File: src/rtl/mac_op_sequencer.sv
// Control stage in front of the 8-bit MAC: accepts one command at a time, drives the
// MAC for two identical cycles so both loop registers settle, then returns the result.
module mac_op_sequencer #(
  parameter int SAT_W = 16,
  parameter int CNT_W = 16
) (
  input  logic                    clk,
  input  logic                    reset,
  input  logic                    op_valid,
  output logic                    op_ready,
  input  logic [7:0]              op_in_1,
  input  logic [7:0]              op_in_2,
  input  logic [7:0]              op_in_add,
  input  logic [1:0]              op_mode,
  output logic [7:0]              mac_in_1,
  output logic [7:0]              mac_in_2,
  output logic [7:0]              mac_in_add,
  output logic                    mac_mul_sel,
  output logic                    mac_add_sel,
  input  logic [24:0]             mac_output,
  output logic                    result_valid,
  output logic [24:0]             result,
  output logic [SAT_W-1:0]        result_sat,
  output logic                    sat_flag,
  output logic [CNT_W-1:0]        op_count
);

  typedef enum logic [1:0] {IDLE, EXEC0, EXEC1, DONE} state_e;

  typedef struct packed {
    logic [7:0] a;
    logic [7:0] b;
    logic [7:0] c;
    logic [1:0] mode;
  } op_t;

  localparam logic signed [24:0] SAT_MAX = 25'((1 <<< (SAT_W - 1)) - 1);
  localparam logic signed [24:0] SAT_MIN = -SAT_MAX - 25'sd1;

  state_e            state_q, state_d;
  op_t               op_q, op_d;
  logic [24:0]       result_q, result_d;
  logic [SAT_W-1:0]  result_sat_q, result_sat_d;
  logic              sat_flag_q, sat_flag_d;
  logic [CNT_W-1:0]  op_count_q, op_count_d;
  logic              result_valid_q, result_valid_d;

  logic signed [24:0] mac_s;
  logic [SAT_W-1:0]   clamp_val;
  logic               clamp_hit;

  assign mac_s = $signed(mac_output);

  always_comb begin
    clamp_val = mac_s[SAT_W-1:0];
    clamp_hit = 1'b0;
    if (mac_s > SAT_MAX) begin
      clamp_val = SAT_MAX[SAT_W-1:0];
      clamp_hit = 1'b1;
    end else if (mac_s < SAT_MIN) begin
      clamp_val = SAT_MIN[SAT_W-1:0];
      clamp_hit = 1'b1;
    end
  end

  always_comb begin
    state_d        = state_q;
    op_d           = op_q;
    result_d       = result_q;
    result_sat_d   = result_sat_q;
    sat_flag_d     = sat_flag_q;
    op_count_d     = op_count_q;
    result_valid_d = 1'b0;
    op_ready       = 1'b0;
    // HOLD: MAC recirculates 0*0 + ACC, which is stable once both loop registers agree
    mac_in_1       = 8'd0;
    mac_in_2       = 8'd0;
    mac_in_add     = 8'd0;
    mac_mul_sel    = 1'b0;
    mac_add_sel    = 1'b1;
    case (state_q)
      IDLE: begin
        op_ready = 1'b1;
        if (op_valid) begin
          op_d    = '{a: op_in_1, b: op_in_2, c: op_in_add, mode: op_mode};
          state_d = EXEC0;
        end
      end
      EXEC0, EXEC1: begin
        // Same drive twice: EXEC1 still sees the old ACC, so both registers land on the result
        mac_in_1    = op_q.a;
        mac_in_2    = op_q.b;
        mac_in_add  = op_q.c;
        mac_mul_sel = op_q.mode[1];
        mac_add_sel = op_q.mode[0];
        state_d     = (state_q == EXEC0) ? EXEC1 : DONE;
      end
      DONE: begin
        result_d       = mac_output;
        result_sat_d   = clamp_val;
        sat_flag_d     = clamp_hit;
        op_count_d     = op_count_q + CNT_W'(1);
        result_valid_d = 1'b1;
        state_d        = IDLE;
      end
      default: state_d = IDLE;
    endcase
  end

  always_ff @(posedge clk or posedge reset) begin
    if (reset) begin
      state_q        <= IDLE;
      op_q           <= '0;
      result_q       <= '0;
      result_sat_q   <= '0;
      sat_flag_q     <= 1'b0;
      op_count_q     <= '0;
      result_valid_q <= 1'b0;
    end else begin
      state_q        <= state_d;
      op_q           <= op_d;
      result_q       <= result_d;
      result_sat_q   <= result_sat_d;
      sat_flag_q     <= sat_flag_d;
      op_count_q     <= op_count_d;
      result_valid_q <= result_valid_d;
    end
  end

  assign result       = result_q;
  assign result_sat   = result_sat_q;
  assign sat_flag     = sat_flag_q;
  assign op_count     = op_count_q;
  assign result_valid = result_valid_q;

endmodule

File: config.mk
export PLATFORM = sky130hd
export DESIGN_NAME = mac_op_sequencer
export DESIGN_NICKNAME = d
export VERILOG_FILES = /design/src/rtl/mac_op_sequencer.sv
export SDC_FILE = /design/constraint.sdc
export NUM_CORES = 1
export LEC_CHECK = 0
export ABC_CLOCK_PERIOD_IN_PS = 7900
export CAP_MARGIN = 20
export CORE_MARGIN = 5
export CORE_UTILIZATION = 30
export CTS_BUF_LIST = sky130_fd_sc_hd__clkbuf_8
export DETAILED_ROUTE_END_ITERATION = 16
export GPL_ROUTABILITY_DRIVEN = 0
export SYNTH_ARGS = -nofsm -noshare
export SYNTH_HDL_FRONTEND = slang
export SYNTH_SLANG_ARGS = --single-unit
File: constraint.sdc
create_clock -name clk -period 7.9 [get_ports clk]
set_clock_uncertainty 0.05 [all_clocks]
set_input_delay 1.185 -clock clk [delete_from_list [all_inputs] [get_ports clk]]
set_output_delay 1.185 -clock clk [all_outputs]
set_load 0.005 [all_outputs]
=== After elaboration in Yosys (flattened, before gate mapping) ===
Cells that the tools add are included.

* Flip-flop bits (word level): 87
* Bits in latches: 0
* Memory bits (writable): 0
* ROM bits: 0
* Bits of input ports: 54
* Output and inout port bits: 86
* Word-level logic and storage cells: 34
* Memories: 0

* $add $sub $neg: 1
* Multipliers: 0
* Div/mod/pow operators: 0
* Order comparisons: 2
* Eq/ne operators: 4
* Shift-type cells: 0
* Multiplexer cells: 14
* Bitwise logic cells: 0
* Reduce and logical (&&, ||, !) cells: 3

{| class="wikitable"
|+ Operators with widths
! cell !! count
|-
| 2-to-1 mux 16 bit || 2
|-
| > comparator 25 x 16 -> 1 bit (second input constant) || 1
|-
| less-than comparator 25 x 16 -> 1 bit (second input constant) || 1
|-
| 2-to-1 mux 8 bit || 3
|-
| adder 16 x 1 -> 16 bit (second input constant) || 1
|-
| 2-to-1 mux 1 bit || 7
|-
| one-hot mux 2 bit (3 select lines) || 1
|-
| equality test 2 bit (second input constant) || 2
|-
| equality test 2 x 1 -> 1 bit (second input constant) || 1
|-
| logical NOT 2 bit || 1
|-
| 2-to-1 mux 2 bit || 1
|-
| inequality test 2 bit (second input constant) || 1
|-
| AND reduction 2 bit || 1
|-
| OR reduction 2 bit || 1
|}

=== Logic depth before layout (Yosys ltp) ===
* Depth in word-level cells: 3
* Depth in mapped cells: 5
* Mapped depth without buffers: 5

=== Worst setup path before layout ===
No wires, ideal clock.

* Path kind: input-to-reg
* From: input mac_output[20]
* To: register result_sat_q[10], in the netlist result_sat[10]
* Setup time: 124 ps
* Data arrival time: 2187 ps
* Required time: 7726 ps
* Slack: 5539 ps
* Stages on the path: 5
* Buffers on the path: 1
* Cell sequence: or4_1 -> nor3_2 -> a211o_4 -> buf_6 -> nand3_1

* Cells in the longest elaborated chain, start to end: 3
* Elaborated cells between the ends (all ways): 4
* Those cells by class: 2 x order compare; 2 x mux

{| class="wikitable"
|+ Ends and longest elaborated chain
! element !! line !! text
|-
| start: declaration || 20 || <nowiki>input logic [24:0] mac_output,</nowiki>
|-
| less-than comparator 25 x 16 -> 1 bit || 60 || <nowiki>end else if (mac_s < SAT_MIN) begin</nowiki>
|-
| 2-to-1 mux 16 bit || 60 ||
|-
| 2-to-1 mux 16 bit (*) || 57 || <nowiki>if (mac_s > SAT_MAX) begin</nowiki>
|-
| end signal: assignment || 123 || <nowiki>result_sat_q <= result_sat_d;</nowiki>
|-
| end: declaration || 43 || <nowiki>logic [SAT_W-1:0] result_sat_q, result_sat_d;</nowiki>
|}

Mark *: on every way between the ends. The rest lies on a longest branch, timed or not.
A chain may end at the register's enable or synchronous reset.

=== Worst setup path in the final report ===
* From: register state_q[1]
* To: output mac_in_add[6]

* Cells in the longest elaborated chain, start to end: 3
* Elaborated cells between the ends (all ways): 4
* Those cells by class: 2 x eq/ne; 1 x mux; 1 x reduce/logical

{| class="wikitable"
|+ Ends and longest elaborated chain
! element !! line !! text
|-
| start: declaration || 40 || <nowiki>state_e state_q, state_d;</nowiki>
|-
| start signal: assignment || 120 || <nowiki>state_q <= state_d;</nowiki>
|-
| equality test 2 x 1 -> 1 bit / equality test 2 bit (equally long branches) || 81 || <nowiki>case (state_q)</nowiki>
|-
| OR reduction 2 bit (*) || 81 ||
|-
| 2-to-1 mux 8 bit (*) || 81 ||
|-
| end: declaration || 17 || <nowiki>output logic [7:0] mac_in_add,</nowiki>
|}

Marked as above.

==> results.toml <==
[setup_path]
critical-path-top-delay-family = "adder cells"
worst-r2r-setup-slack_ps = 5670
worst_ep_required_time_ps = 6660
crit_path_top_delay_cell = "sky130_fd_sc_hd__ha_1"
critical_path.max_stage_delay_ps = 700
endpoint_kind = "primary output"
cp_max_fo = 27
crit_path_start_kind = "register"
critPathBufInv = 2
critical_path.cell_chain = "inv_1 -> ha_1 -> and2_1 -> clkdlybuf4s50_1"
worst-endpoint-arrival_ps = 2300
worst-setup-path-type = "register to primary output"

[synthesis]
synth.net_count = 345
synth-seq-cells = 87
post_synth_design_cell_area_sq_um = 3620
async_reset_ff_share_pct = 100
top_post_synthesis_cells_by_area = "sky130_fd_sc_hd__dfrtp_1 60%, sky130_fd_sc_hd__mux2_2 16%, sky130_fd_sc_hd__nand3_1 4.6%"
synth_largest_area_cell = "sky130_fd_sc_hd__dfrtp_1"
netlist.area_leader.share_pct = 60.1
synth_cells = 287
post_synth.cell_area_avg_sq_um = 12.6
postSynth.topFlopCell = "sky130_fd_sc_hd__dfrtp_1"
edff_count_synth = 0
yosys_synthesis_warning_count = 0
synth_sequential_area_ratio_pct = 60.1
yosysMostFrequentCell = "sky130_fd_sc_hd__dfrtp_1"
synth.distinct_cells = 28
synth_top_cells_by_count = "87 x sky130_fd_sc_hd__dfrtp_1, 51 x sky130_fd_sc_hd__mux2_2, 33 x sky130_fd_sc_hd__nand3_1"

[finish]
final_layout_size_suffix_gt1_share_pct = 16.8
areaGrowthSynthToFinish_pct = 48.6
fill_cells = 1141
num-nets-final = 487
num_antenna_cells = 0

[timing]
hold_ws_ps = 437
max_freq_mhz = 283
setup_repair_after_global_routing_missed_its_margin = "false"
post-route-period-util_pct = 44.8
worst_pin_slew_ps = 1050
setup_viol = 0
totalNegativeSetupSlack_ps = 0
finalHoldViolations = 0
period_needed_ps = 3540
relSlewSlack_pct = 29.5
slew_violations = 0
post-route-worst-setup-slack_ps = 4360

[floorplanning]
placementRows = 40
io-pin-count = 140
floorplan.die.width_um = 120
die_h_um = 120
die_footprint_sq_um = 14400
floorplan.core_area_sq_um = 11900
floorplan.initialDensity_pct = 30.4

[place]
portBuffers = 139
dp_slack_ps = 4740
place.detailed.hpwl_um = 6370

[power]
static-leakage-power_nw = 2.27
power.ir.vdd_worst_mv = 0.170
pwr_density_cell_nw_per_um2 = 386

[route]
met2WireLength_um = 4220
drt_first_pass_iters = 5
detail_route.iter0.violations = 78
dr_total_vias = 2686
met3WireLength_um = 762
detail_route.wl_per_cell_um = 15.5
route.detailed.vias_per_inst = 4.62
antenna_viol_nets_final = 0
remaining_drc_errors = 0
routed_wl_um = 8990
met1_length_um = 3880
routed.top_layer = "met4"

[global_route]
first_global_vias = 2744
grt_pass1_wl_um = 14200
grt_antenna_before_repair = 0
grt_max_degree = 88
grt.overflow.total = 0
total_routing_usage_reported_by_global_routing_pct = 12.6

[cts]
worst_setup_hold_path_clk_slew_ps = 80
cts_made_buffers = 9
cts_post_setup_buffers_inserted = 0
cts_root_buf = "sky130_fd_sc_hd__clkbuf_8"
cts_htree_levels = 3
tritoncts = "built"
max-clock-path-buffers = 2
holdBufCountCts = 0
tritoncts_num_sinks = 87
worstSkewPairLatency_ps = 350
post_cts_sizing_count = 0

[flow_run]
max_cap_viol_count = 0

[min_path]
holdCritPathClass = "register to register"

[status]
outcome = "complete, no violations"
## area by class of cell
class	count	area, sq um	area share, %
flip-flops and latches	87	2180	40.5
repair buffers	143	1440	26.8
multi-input cells	181	1360	25.3
well taps	147	184	3.42
clock buffers	10	138	2.56
clock inverters	6	53.8	1.00
inverters	7	27.5	0.512
## state kept, by name, indices dropped and copies added (netlist names)
register and flops:
op_q 26, result 25, op_count 16, result_sat 16
state_q 2, result_valid 1, sat_flag 1
## metrics by stage
stage	util, %	cells	area, sq um	total power, W
final	45.2	581	5380	0.00208
after floorplan	-	287	3620	0.00121
after CTS	44.9	580	5350	0.00212
after detailed placement	43.3	564	5160	0.00180
after global routing	45.2	581	5380	0.00223
after global placement	43.3	564	5160	0.00178
## final timing paths
kind,end,from,depth (start not counted)
setup / recovery,mac_in_add[6],state_q[1],4
hold / removal,op_count[15],op_count[15],1
setup reg to reg,op_count[11],state_q[1],6
hold reg to reg,op_count[15],op_count[15],1
max in group asynchronous,result_sat[14],reset,4
min in group asynchronous,result[2],reset,3
## logic make-up (layout without fill, tap and decap cells)
kind of cell	Yosys count	after routing	synth area share, %
AO/OA/AOI/OAI	8	8	1.80
buffers and inverters	19	166	2.38
multiplexers	51	51	15.9
AND/OR/NAND/NOR	103	103	14.8
adder cells (fa/ha/maj)	4	4	1.38
XOR/XNOR	15	15	3.63
flip-flops	87	87	60.1
## cells in the final DEF (no fill, tap or decap), types with 4 or more instances in the layout
cell type,Yosys,layout
sky130_fd_sc_hd__mux2_2,51,51
sky130_fd_sc_hd__clkbuf_8,0,10
sky130_fd_sc_hd__xnor2_1,11,11
sky130_fd_sc_hd__nand2_1,24,24
sky130_fd_sc_hd__dfrtp_1,87,87
sky130_fd_sc_hd__nand4_1,8,8
sky130_fd_sc_hd__xor2_1,4,4
sky130_fd_sc_hd__clkdlybuf4s50_1,0,139
sky130_fd_sc_hd__nor2_1,5,5
sky130_fd_sc_hd__and2_1,26,26
sky130_fd_sc_hd__inv_1,6,8
sky130_fd_sc_hd__nand3_1,33,33
## per-layer routing
metal  global-route usage (%)  up-vias
met2                     19.2       98
met4                     5.08        0
met1                     15.8     1310
li1                         -     1267
met5                        0        -
met3                     5.28       11
## where the power goes
| part | switching [W] | total (W) | internal [W] |
|---|---|---|---|
| registers | 0.000110 | 0.000758 | 0.000648 |
| clock network | 0.000152 | 0.000303 | 0.000151 |
| logic | 0.000366 | 0.00102 | 0.000651 |
Note: power is estimated with default switching activity, not from simulation.
